### src/rtl/icache_line_fill.sv
// icache_line_fill: fetches one 8-word instruction-cache line over a req/gnt/rvalid port.
// Build option: define ICACHE_FILL_CWF_EN for critical-word-first order and the crit_* outputs.
//
// state | meaning
// IDLE  | waiting for miss_req
// FILL  | issuing reads and collecting in-order responses
// DONE  | single-cycle line_valid, w0..w7 carry the new line
// DRAIN | flushed; discarding responses of reads already granted
module icache_line_fill #(
    parameter int LINE_WORDS = 8,
    parameter int ADDR_W     = 32
) (
    input  logic              CLK,
    input  logic              RST,
    input  logic              miss_req,
    input  logic [ADDR_W-1:0] miss_addr,
    input  logic              flush,
    output logic              mem_req,
    output logic [ADDR_W-1:0] mem_addr,
    input  logic              mem_gnt,
    input  logic              mem_rvalid,
    input  logic [31:0]       mem_rdata,
    output logic [31:0]       w0,
    output logic [31:0]       w1,
    output logic [31:0]       w2,
    output logic [31:0]       w3,
    output logic [31:0]       w4,
    output logic [31:0]       w5,
    output logic [31:0]       w6,
    output logic [31:0]       w7,
    output logic [ADDR_W-1:0] line_addr,
    output logic              line_valid,
    output logic              busy,
    output logic              crit_valid,
    output logic [31:0]       crit_data
);
    localparam int IDX_W = $clog2(LINE_WORDS);
    localparam int CNT_W = IDX_W + 1;
    localparam int OFF_W = IDX_W + 2;
    localparam logic [CNT_W-1:0] CNT_FULL = CNT_W'(LINE_WORDS);

    typedef enum logic [1:0] {S_IDLE, S_FILL, S_DONE, S_DRAIN} state_t;

    state_t            state;
    logic [IDX_W-1:0]  start;
    logic [CNT_W-1:0]  issue_cnt;
    logic [CNT_W-1:0]  recv_cnt;
    logic [31:0]       fill_buf [LINE_WORDS];
    logic [31:0]       line_q   [LINE_WORDS];

    logic              issue_fire;
    logic              resp_take;
    logic [CNT_W-1:0]  issue_nxt;
    logic [CNT_W-1:0]  recv_nxt;
    logic [IDX_W-1:0]  recv_idx;
    logic [IDX_W-1:0]  issue_idx_nxt;
    logic [IDX_W-1:0]  miss_start;
    logic [ADDR_W-1:0] miss_base;
    logic              unused_addr_bits;

    function automatic logic [ADDR_W-1:0] word_off(input logic [IDX_W-1:0] idx);
        return {{(ADDR_W-OFF_W){1'b0}}, idx, 2'b00};
    endfunction

    assign miss_base = {miss_addr[ADDR_W-1:OFF_W], {OFF_W{1'b0}}};
`ifdef ICACHE_FILL_CWF_EN
    assign miss_start = miss_addr[OFF_W-1:2];
`else
    assign miss_start = '0;
`endif
    assign unused_addr_bits = ^miss_addr[OFF_W-1:0];

    // A response only counts while a granted read is still outstanding.
    assign issue_fire    = mem_req && mem_gnt;
    assign resp_take     = mem_rvalid && (state == S_FILL || state == S_DRAIN)
                           && (recv_cnt != issue_cnt);
    assign issue_nxt     = issue_cnt + CNT_W'(issue_fire);
    assign recv_nxt      = recv_cnt + CNT_W'(resp_take);
    assign recv_idx      = start + recv_cnt[IDX_W-1:0];
    assign issue_idx_nxt = start + issue_nxt[IDX_W-1:0];

    assign busy = (state != S_IDLE);
    assign w0 = line_q[0];
    assign w1 = line_q[1];
    assign w2 = line_q[2];
    assign w3 = line_q[3];
    assign w4 = line_q[4];
    assign w5 = line_q[5];
    assign w6 = line_q[6];
    assign w7 = line_q[7];

`ifdef ICACHE_FILL_CWF_EN
    logic        crit_valid_q;
    logic [31:0] crit_data_q;
    assign crit_valid = crit_valid_q;
    assign crit_data  = crit_data_q;
`else
    assign crit_valid = 1'b0;
    assign crit_data  = '0;
`endif

    always_ff @(posedge CLK) begin
        if (RST) begin
            state      <= S_IDLE;
            start      <= '0;
            issue_cnt  <= '0;
            recv_cnt   <= '0;
            mem_req    <= 1'b0;
            mem_addr   <= '0;
            line_addr  <= '0;
            line_valid <= 1'b0;
            for (int i = 0; i < LINE_WORDS; i++) begin
                fill_buf[i] <= '0;
                line_q[i]   <= '0;
            end
`ifdef ICACHE_FILL_CWF_EN
            crit_valid_q <= 1'b0;
            crit_data_q  <= '0;
`endif
        end else begin
            line_valid <= 1'b0;
`ifdef ICACHE_FILL_CWF_EN
            crit_valid_q <= 1'b0;
`endif
            case (state)
                S_IDLE: begin
                    if (miss_req) begin
                        state     <= S_FILL;
                        line_addr <= miss_base;
                        start     <= miss_start;
                        issue_cnt <= '0;
                        recv_cnt  <= '0;
                        mem_req   <= 1'b1;
                        mem_addr  <= miss_base | word_off(miss_start);
                    end
                end
                S_FILL: begin
                    issue_cnt <= issue_nxt;
                    recv_cnt  <= recv_nxt;
                    mem_req   <= !flush && (issue_nxt < CNT_FULL);
                    if (issue_fire) begin
                        mem_addr <= line_addr | word_off(issue_idx_nxt);
                    end
                    if (resp_take) begin
                        fill_buf[recv_idx] <= mem_rdata;
                    end
`ifdef ICACHE_FILL_CWF_EN
                    if (resp_take && recv_cnt == '0 && !flush) begin
                        crit_valid_q <= 1'b1;
                        crit_data_q  <= mem_rdata;
                    end
`endif
                    // Flush beats completion, even on the last response.
                    if (flush) begin
                        state <= (recv_nxt == issue_nxt) ? S_IDLE : S_DRAIN;
                    end else if (recv_nxt == CNT_FULL) begin
                        state      <= S_DONE;
                        line_valid <= 1'b1;
                        for (int i = 0; i < LINE_WORDS; i++) begin
                            line_q[i] <= (IDX_W'(i) == recv_idx) ? mem_rdata : fill_buf[i];
                        end
                    end
                end
                S_DONE: begin
                    state <= S_IDLE;
                end
                S_DRAIN: begin
                    mem_req  <= 1'b0;
                    recv_cnt <= recv_nxt;
                    if (recv_nxt == issue_cnt) begin
                        state <= S_IDLE;
                    end
                end
                default: begin
                    state   <= S_IDLE;
                    mem_req <= 1'b0;
                end
            endcase
        end
    end

endmodule

### config.mk
export PLATFORM = sky130hd
export DESIGN_NAME = icache_line_fill
export DESIGN_NICKNAME = d
export VERILOG_FILES = /design/src/rtl/icache_line_fill.sv
export SDC_FILE = /design/constraint.sdc
export NUM_CORES = 1
export LEC_CHECK = 0
export CAP_MARGIN = 10
export CORE_AREA = 2 2 227 229
export CTS_CLUSTER_DIAMETER = 60
export DETAILED_ROUTE_END_ITERATION = 10
export DIE_AREA = 0 0 229 231
export PLACE_DENSITY = 0.75
export SLEW_MARGIN = 20
export SYNTH_ARGS = -nofsm -noshare
export SYNTH_HDL_FRONTEND = slang
export SYNTH_SLANG_ARGS = --single-unit
### constraint.sdc
create_clock -name CLK -period 58.9 [get_ports CLK]
set_clock_uncertainty 0.1 [all_clocks]
set_input_delay 5.89 -clock CLK [delete_from_list [all_inputs] [get_ports CLK]]
set_output_delay 5.89 -clock CLK [all_outputs]
set_load 0.01 [all_outputs]
==> key figures, run 1 <==
Setup path
  – CP Capture Type: flop
  – Crit path kind: in2reg
  – CP max stage delay: roughly 830 ps
  – CP Data Arrival Time: around 9500 ps
  – CP Cell Sequence: clkdlybuf4s50_1 -> and3_1 -> ha_1 -> ha_1 -> xor2_1 -> or4_4 -> o31ai_4 -> buf_4 -> buf_4
  – Worst Reg-to-Reg Cells: 10
  – Critical Path RT: between 50000 and 60000 ps
  – RR Startpoint: recv_cnt[2]
  – R2r setup slk: 54100 ps
  – Crit path max fanout: between 70 and 80
  – Crit start category: input pin
  – CP max-delay cell: buf_4
  – FF-to-FF End: line_q[1][47]

Global routing
  – Most Crowded Layer GR: met2
  – Global Route met3 Usage: under 10%
  – Met1 usage: around 33%
  – GRT Total Usage: 25.6%
  – Maximum number of pins on one net before global-route repair: 77
  – Met2 usage: approximately 44%
  – Vias in the first global route: 16671
  – Initial antenna violation count: 1
  – Total grt overflow: 0
  – First-pass GRT wire length: just over 100 mm

Power
  – Pwr dens: between 20 and 30 mW/mm2
  – Lkg Pwr: 10.9 nW
  – Peak supply drop: roughly 22 uV
  – Final Power: around 910 uW

Cells and area
  – Multi-input gate area: 0.00743 mm2
  – Most common cell after layout, fill and taps aside: nand2_1
  – Final #Nets: around 2500
  – Filler instances: 4008
  – Area grow syn2layout: 23.8%
  – Most frequent cells in the layout: 629 x nand2_1, 512 x edfxtp_1, 379 x clkdlybuf4s50_1
  – Share of cells above drive strength 1: roughly an eighth
  – Register Area: 0.0168 mm2
  – Final Util: just over 60%
  – Fin area: between 0.03 and 0.04 mm2

Placement
  – Hpwl dp: around 42 mm
  – Placed Area: a little under 0.03 mm2
  – Port Buf Inserts: 380
  – RD Place Congestion: around 0.82

Floorplanning
  – Die Footprint: between 0.05 and 0.06 mm2
  – Io pins: 426
  – Starting Density: between 40% and 50%
  – Die height: around 230 um
  – CORE AREA: 0.0507 mm2
  – Die Width: around 230 um
  – # rows: 83

Timing
  – RSZ-0062 raised after global routing: false
  – Final setup vio count: 0
  – Fmax achieved: around 110 MHz
  – Rel. slew slack: 26.4%
  – Tcrit/Tclk final: between 10% and 20%
  – Slew Viols, Final: 0
  – Final hold slack: 369 ps
  – Actual slew at the worst max-slew pin: approximately 1100 ps
  – Fin crit period: approximately 9400 ps
  – TNS Setup: 0 ps
  – Hold violation count in the final report: 0

Route
  – Routed length per instance: 21.9 um
  – DRT Pass-1 Iters: 5
  – Starting DRT DRC Count: approximately 1600
  – Residual DRC count: 0
  – Vias per inst: 5.40
  – Antenna-violating nets left: 0
  – Detailed Route WL: 69.1 mm
  – Vias: around 17000

Logic synthesis
  – Post-synth cell types: 43
  – Cell accounting for the most synthesized area: edfxtp_1
  – Synth Warn #: 0
  – Area share of the largest cell type after synthesis: approximately three fifths
  – Post-synthesis async set-or-reset flop share: 0%
  – Cells after Synth: around 2100
  – Seq/Total Area, Yosys: roughly two thirds
  – Post-synth EDFFs: roughly 510
  – Top FF cell, synth: edfxtp_1
  – Synth Register Bits: approximately 580
  – Syn Area/Cell: roughly 12 um2
  – Area contributors post-synth: edfxtp_1 62%, nand2_1 9.5%, and2_1 6.5%, a21oi_2 5.9%, dfxtp_1 5.5%
  – Synth Cell Area: around 0.025 mm2

Hold path
  – Worst hold path type: reg2reg
  – HP Start: line_addr[14]
  – Hold path depth: 2
  – Worst Hold End: line_addr[14]

CTS
  – Clock transition at path regs: roughly 60 ps
  – Clk sink count: between 500 and 600
  – H-tree depth: 2
  – CTS tree: yes
  – Num CTS Buffers: 60
  – Clk_lat worst skew: approximately 620 ps
  – Post-CTS Resized: 0
  – Clock tree root buffer cell: clkbuf_16
  – Maximum buffer depth of the clock tree: 3
  – Setup Buffers After CTS: 0
  – Post-CTS Hold Fix Bufs: 0

Run status
  – Outcome: completed

Run
  – Max cap viols: 0
per-stage QoR:
stage                     cells  worst slack [ps]
after floorplan            2177             31820
after global placement     3046             48930
after detailed placement   3046             48890
after CTS                  3159             49530
after global routing       3159             49320
final                      3160             49520
logic make-up after synthesis:
family                     count (synthesis)  synth area share [%]
adders and majority gates                  4                 0.200
other                                      1                0.0150
xor gates and xnor gates                  16                 0.561
buffers and inverters                    223                  4.61
and+or+nand+nor                          973                  17.6
AOI/OAI and AO/OA                        340                  9.91
DFF                                      581                  67.1
final cells by class:
class	count	area share, %
flip-flops and latches	581	54.2
multi-input cells	1373	24.0
repair buffers	407	13.0
clock buffers	80	5.34
well taps	680	2.75
clock inverters	33	0.664
inverters	5	0.0607
diodes	1	0.00809
synthesized netlist by cell type (14+ instances only):
master and number:
edfxtp_1 512, nand2_1 630, and2_1 260, buf_6 19, buf_2 14, a311oi_1 28, nor2_1 50, dfxtp_1 69
a21oi_1 121, clkbuf_1 142, a21oi_2 169, buf_4 41
per-layer routing:
layer,part of all wire [%],wire length (um)
met1,39,27200
met2,50,34700
met3,7.7,5300
met4,2.7,1850
met5,0,0
state kept, by name (all words and copies together) (netlist names):
name        cells
fill_buf      256
mem_addr       30
line_valid      1
recv_cnt        4
state           2
line_addr      27
mem_req         1
issue_cnt       4
line_q        256
worst max-delay path by stage:
| stage | cells past startpoint | slack [ps] | start | end |
|---|---|---|---|---|
| after floorplan | 6 | 31820 | mem_rvalid | line_q[0][0] |
| after global placement | 9 | 48930 | mem_rvalid | line_q[1][17] |
| after detailed placement | 9 | 48890 | mem_rvalid | line_q[1][17] |
| after CTS | 9 | 49530 | mem_rvalid | line_q[1][15] |
| after global routing | 9 | 49320 | mem_rvalid | line_q[1][15] |
| final | 9 | 49520 | mem_rvalid | line_q[1][47] |
power by group:
group	switching [mW]	total, mW	internal (mW)
logic	0.0428	0.0740	0.0312
registers	0.00850	0.476	0.467
clock network	0.158	0.359	0.201
critical path: cells and delay by family:
| kind | cells | cell delay (ps) |
|---|---|---|
| and+or+nand+nor | 2 | 760 |
| adders and majority gates | 2 | 410 |
| AOI/OAI and AO/OA | 1 | 200 |
| xor gates and xnor gates | 1 | 210 |
| buffers and inverters | 3 | 1990 |
Note: power is estimated with default switching activity, not from simulation.
==> run 2: changes to the inputs <==
--- a/config.mk
+++ b/config.mk
@@ -6,10 +6,10 @@
 export NUM_CORES = 1
 export LEC_CHECK = 0
 export CAP_MARGIN = 10
-export CORE_AREA = 2 2 227 229
+export CORE_AREA = 2 2 232 234
 export CTS_CLUSTER_DIAMETER = 60
 export DETAILED_ROUTE_END_ITERATION = 10
-export DIE_AREA = 0 0 229 231
+export DIE_AREA = 0 0 234 236
 export PLACE_DENSITY = 0.75
 export SLEW_MARGIN = 20
 export SYNTH_ARGS = -nofsm -noshare
==> constraint.sdc (replaced) <==
create_clock -name CLK -period 7.93 [get_ports CLK]
set_clock_uncertainty 0.1 [all_clocks]
set_input_delay 0.793 -clock CLK [delete_from_list [all_inputs] [get_ports CLK]]
set_output_delay 0.793 -clock CLK [all_outputs]
set_load 0.01 [all_outputs]
==> run 2 against run 1 <==
Power grew to 7.7 times the previous value. Sequential cell count unchanged. First-iteration DRC count is 18% higher. Final cell count increased by 0.44%. Sequential power rose to 7.4 times the previous value. Largest cell class unchanged. Die area up 4.4%. Setup slack worse by 46000 ps. Register-to-register slack lost 51000 ps. Critical path depth increased by 1.
==> key figures, run 2 (same netlist as run 1, synthesis figures left out) <==
Run status
  – Outcome: completed

Timing
  – Final setup vio count: 0 (unchanged)
  – Fin crit period: ~4600 ps
  – RSZ-0062 raised after global routing: false
  – Slew Viols, Final: 0 (unchanged)
  – Actual slew at the worst max-slew pin: 1110 ps (+3.92 ps)
  – Rel. slew slack: 26.2% (-0.26 points)
  – TNS Setup: 0 ps (unchanged)
  – Hold violation count in the final report: 0 (unchanged)
  – Final hold slack: 375 ps (+5.88 ps)
  – Fmax achieved: between 200 and 250 MHz
  – Tcrit/Tclk final: approximately three fifths

Power
  – Lkg Pwr: 11.0 nW (+0.89%)
  – P_int: 5.41 mW (+670%)
  – Switching share of power: 22.5% (-0.58 points)
  – Combinational share of power: 7.9% (-0.2 points)
  – Pwr dens: 223 mW/mm2 (+660%)
  – P_sw: 1.57 mW (+650%)
  – Register share of total power: 50.7% (-1.6 points)
  – Clock power frac: 41.5% (+2.0 points)
  – Peak supply drop: 169 uV (+650%)

Floorplanning
  – # rows: 85 (+2.4%)
  – Die Footprint: 0.0552 mm2 (+4.4%)
  – Die height: 236 um (+2.2%)
  – Io pins: 426 (unchanged)
  – Die Width: 234 um (+2.2%)
  – Starting Density: 47.1% (-2.2 points)
  – CORE AREA: 0.0531 mm2 (+4.7%)

CTS
  – Num CTS Buffers: 60 (unchanged)
  – Post-CTS Hold Fix Bufs: 0 (unchanged)
  – Clk_lat worst skew: 630 ps (about the same)
  – Clock transition at path regs: 60 ps (about the same)
  – Clk sink count: 581 (unchanged)
  – H-tree depth: 2 (unchanged)
  – Setup Buffers After CTS: 0 (unchanged)
  – Post-CTS Resized: 0 (unchanged)
  – CTS tree: yes
  – Maximum buffer depth of the clock tree: 3 (unchanged)
  – Clock tree root buffer cell: clkbuf_16

Setup path
  – Critical Path RT: 8160 ps (-50880 ps)
  – Critical path's top delay family: simple AND/OR/NAND/NOR gates
  – CP Data Arrival Time: 4860 ps (-4660 ps)
  – Crit start category: flop
  – CP max-delay cell: buf_4
  – CP Cell Sequence: xnor2_1 -> nand4_1 -> and3_4 -> ha_4 -> nand3_1 -> xor2_1 -> or4_4 -> nand3b_4 -> buf_4 -> a21oi_1
  – Worst path buffer plus inverter count: 1 (-2)
  – Crit path max fanout: 66 (-8.3%)
  – Crit path kind: reg2reg
  – CP max stage delay: 960 ps (+130 ps)
  – CP Capture Type: flop

Cells and area
  – Fin area: 0.0312 mm2 (+1.0%)
  – Biggest regs: fill_buf x256, line_q x256, mem_addr x30
  – Final Util: 58.9% (-2.2 points)
  – Most frequent cells in the layout: 629 x nand2_1, 512 x edfxtp_1, 379 x clkdlybuf4s50_1
  – Share of cells above drive strength 1: 13.3% (+0.53 points)
  – Final #Nets: 2502 (unchanged)
  – Antenna cell count: 0 (-1)
  – Area grow syn2layout: 25.0%
  – Most common cell after layout, fill and taps aside: nand2_1

Route
  – Antenna-violating nets left: 0 (unchanged)
  – Vias per inst: 5.41 (about the same)
  – Vias: 17162 (+0.53%)
  – Residual DRC count: 0 (unchanged)
  – DRT Pass-1 Iters: 6 (+1)
  – Starting DRT DRC Count: 1836 (+18%)
  – Detailed Route WL: 67.1 mm (-2.8%)
  – Routed length per instance: 21.2 um (-3.2%)

Placement
  – Hpwl dp: 41.6 mm (-1.4%)
  – Placed Area: 0.0292 mm2 (+0.48%)
  – RD Place Congestion: 0.831 (+0.87%)
  – Port Buf Inserts: 380 (unchanged)

Global routing
  – GRT Total Usage: 24.0% (-1.5 points)
  – Total grt overflow: 0 (unchanged)
  – First-pass GRT wire length: 99.7 mm (-2.1%)
  – Maximum number of pins on one net before global-route repair: 155 (+100%)
  – Vias in the first global route: 16244 (-2.6%)
  – Initial antenna violation count: 0 (-1)

Hold path
  – Worst hold path type: reg2reg

Run
  – Max cap viols: 0 (unchanged)
[run 2: cell types whose count changed in the layout (fill, tap and decap cells not counted), sizes merged]
cell / before / now
clkinv: 29 / 23
clkbuf: 80 / 77
clkinvlp: 0 / 1
bufinv: 1 / 8
diode: 1 / 0
[run 2: path summary, 6_finish.rpt]
check | startpoint | to | slack [ps] | cells after the start
max | recv_cnt[2] | line_q[0][14] | 3300 | 10
min | line_addr[13] | line_addr[13] | 370 | 2
max reg2reg | recv_cnt[2] | line_q[0][14] | 3300 | 10
min reg2reg | line_addr[13] | line_addr[13] | 370 | 2
[run 2: cell type report]
cell class | instances | area [um2]
inverters | 5 | 18.8
repair buffers | 407 | 4090
fillers | 4096 | 21800
multi-input cells | 1373 | 7470
clock buffers | 77 | 1620
flip-flops and latches | 581 | 16800
clock inverters | 35 | 417
well taps | 696 | 871
[run 2: layer usage]
layer / vias up / track usage (%) / wire [um]
met5: - / 0 / 0
met4: 0 / 9.55 / 2620
met3: 163 / 3.72 / 5820
met2: 882 / 37.2 / 31200
met1: 8343 / 34.0 / 27500
li1: 7774 / - / -
[run 2: power groups by stage]
stage | registers [mW] | clock network, mW | logic, mW
after floorplan | 3.64 | 0 | 0.192
after global placement | 3.60 | 0 | 0.535
after detailed placement | 3.60 | 0 | 0.549
after CTS | 3.54 | 2.94 | 0.551
after global routing | 3.55 | 3.05 | 0.586
final | 3.54 | 2.89 | 0.548
[run 2: worst register-to-register path, delay by kind of cell, from the launching register on]
family / cells / cell delay (ps)
simple gates: 5 / 1400
buf+inv: 1 / 1040
flops: 1 / 890
xor+xnor: 2 / 600
fa+ha+maj: 1 / 160
compound gates: 1 / 140
[run 2: per-stage QoR]
stage / cells / setup slack, ps / power [mW]
2_1_floorplan: 2177 / -955 / 3.83
3_3_place_gp: 3059 / 3390 / 4.13
3_5_place_dp: 3062 / 3290 / 4.15
4_1_cts: 3174 / 3390 / 7.02
5_1_grt: 3174 / 3110 / 7.18
6_report: 3174 / 3300 / 6.98
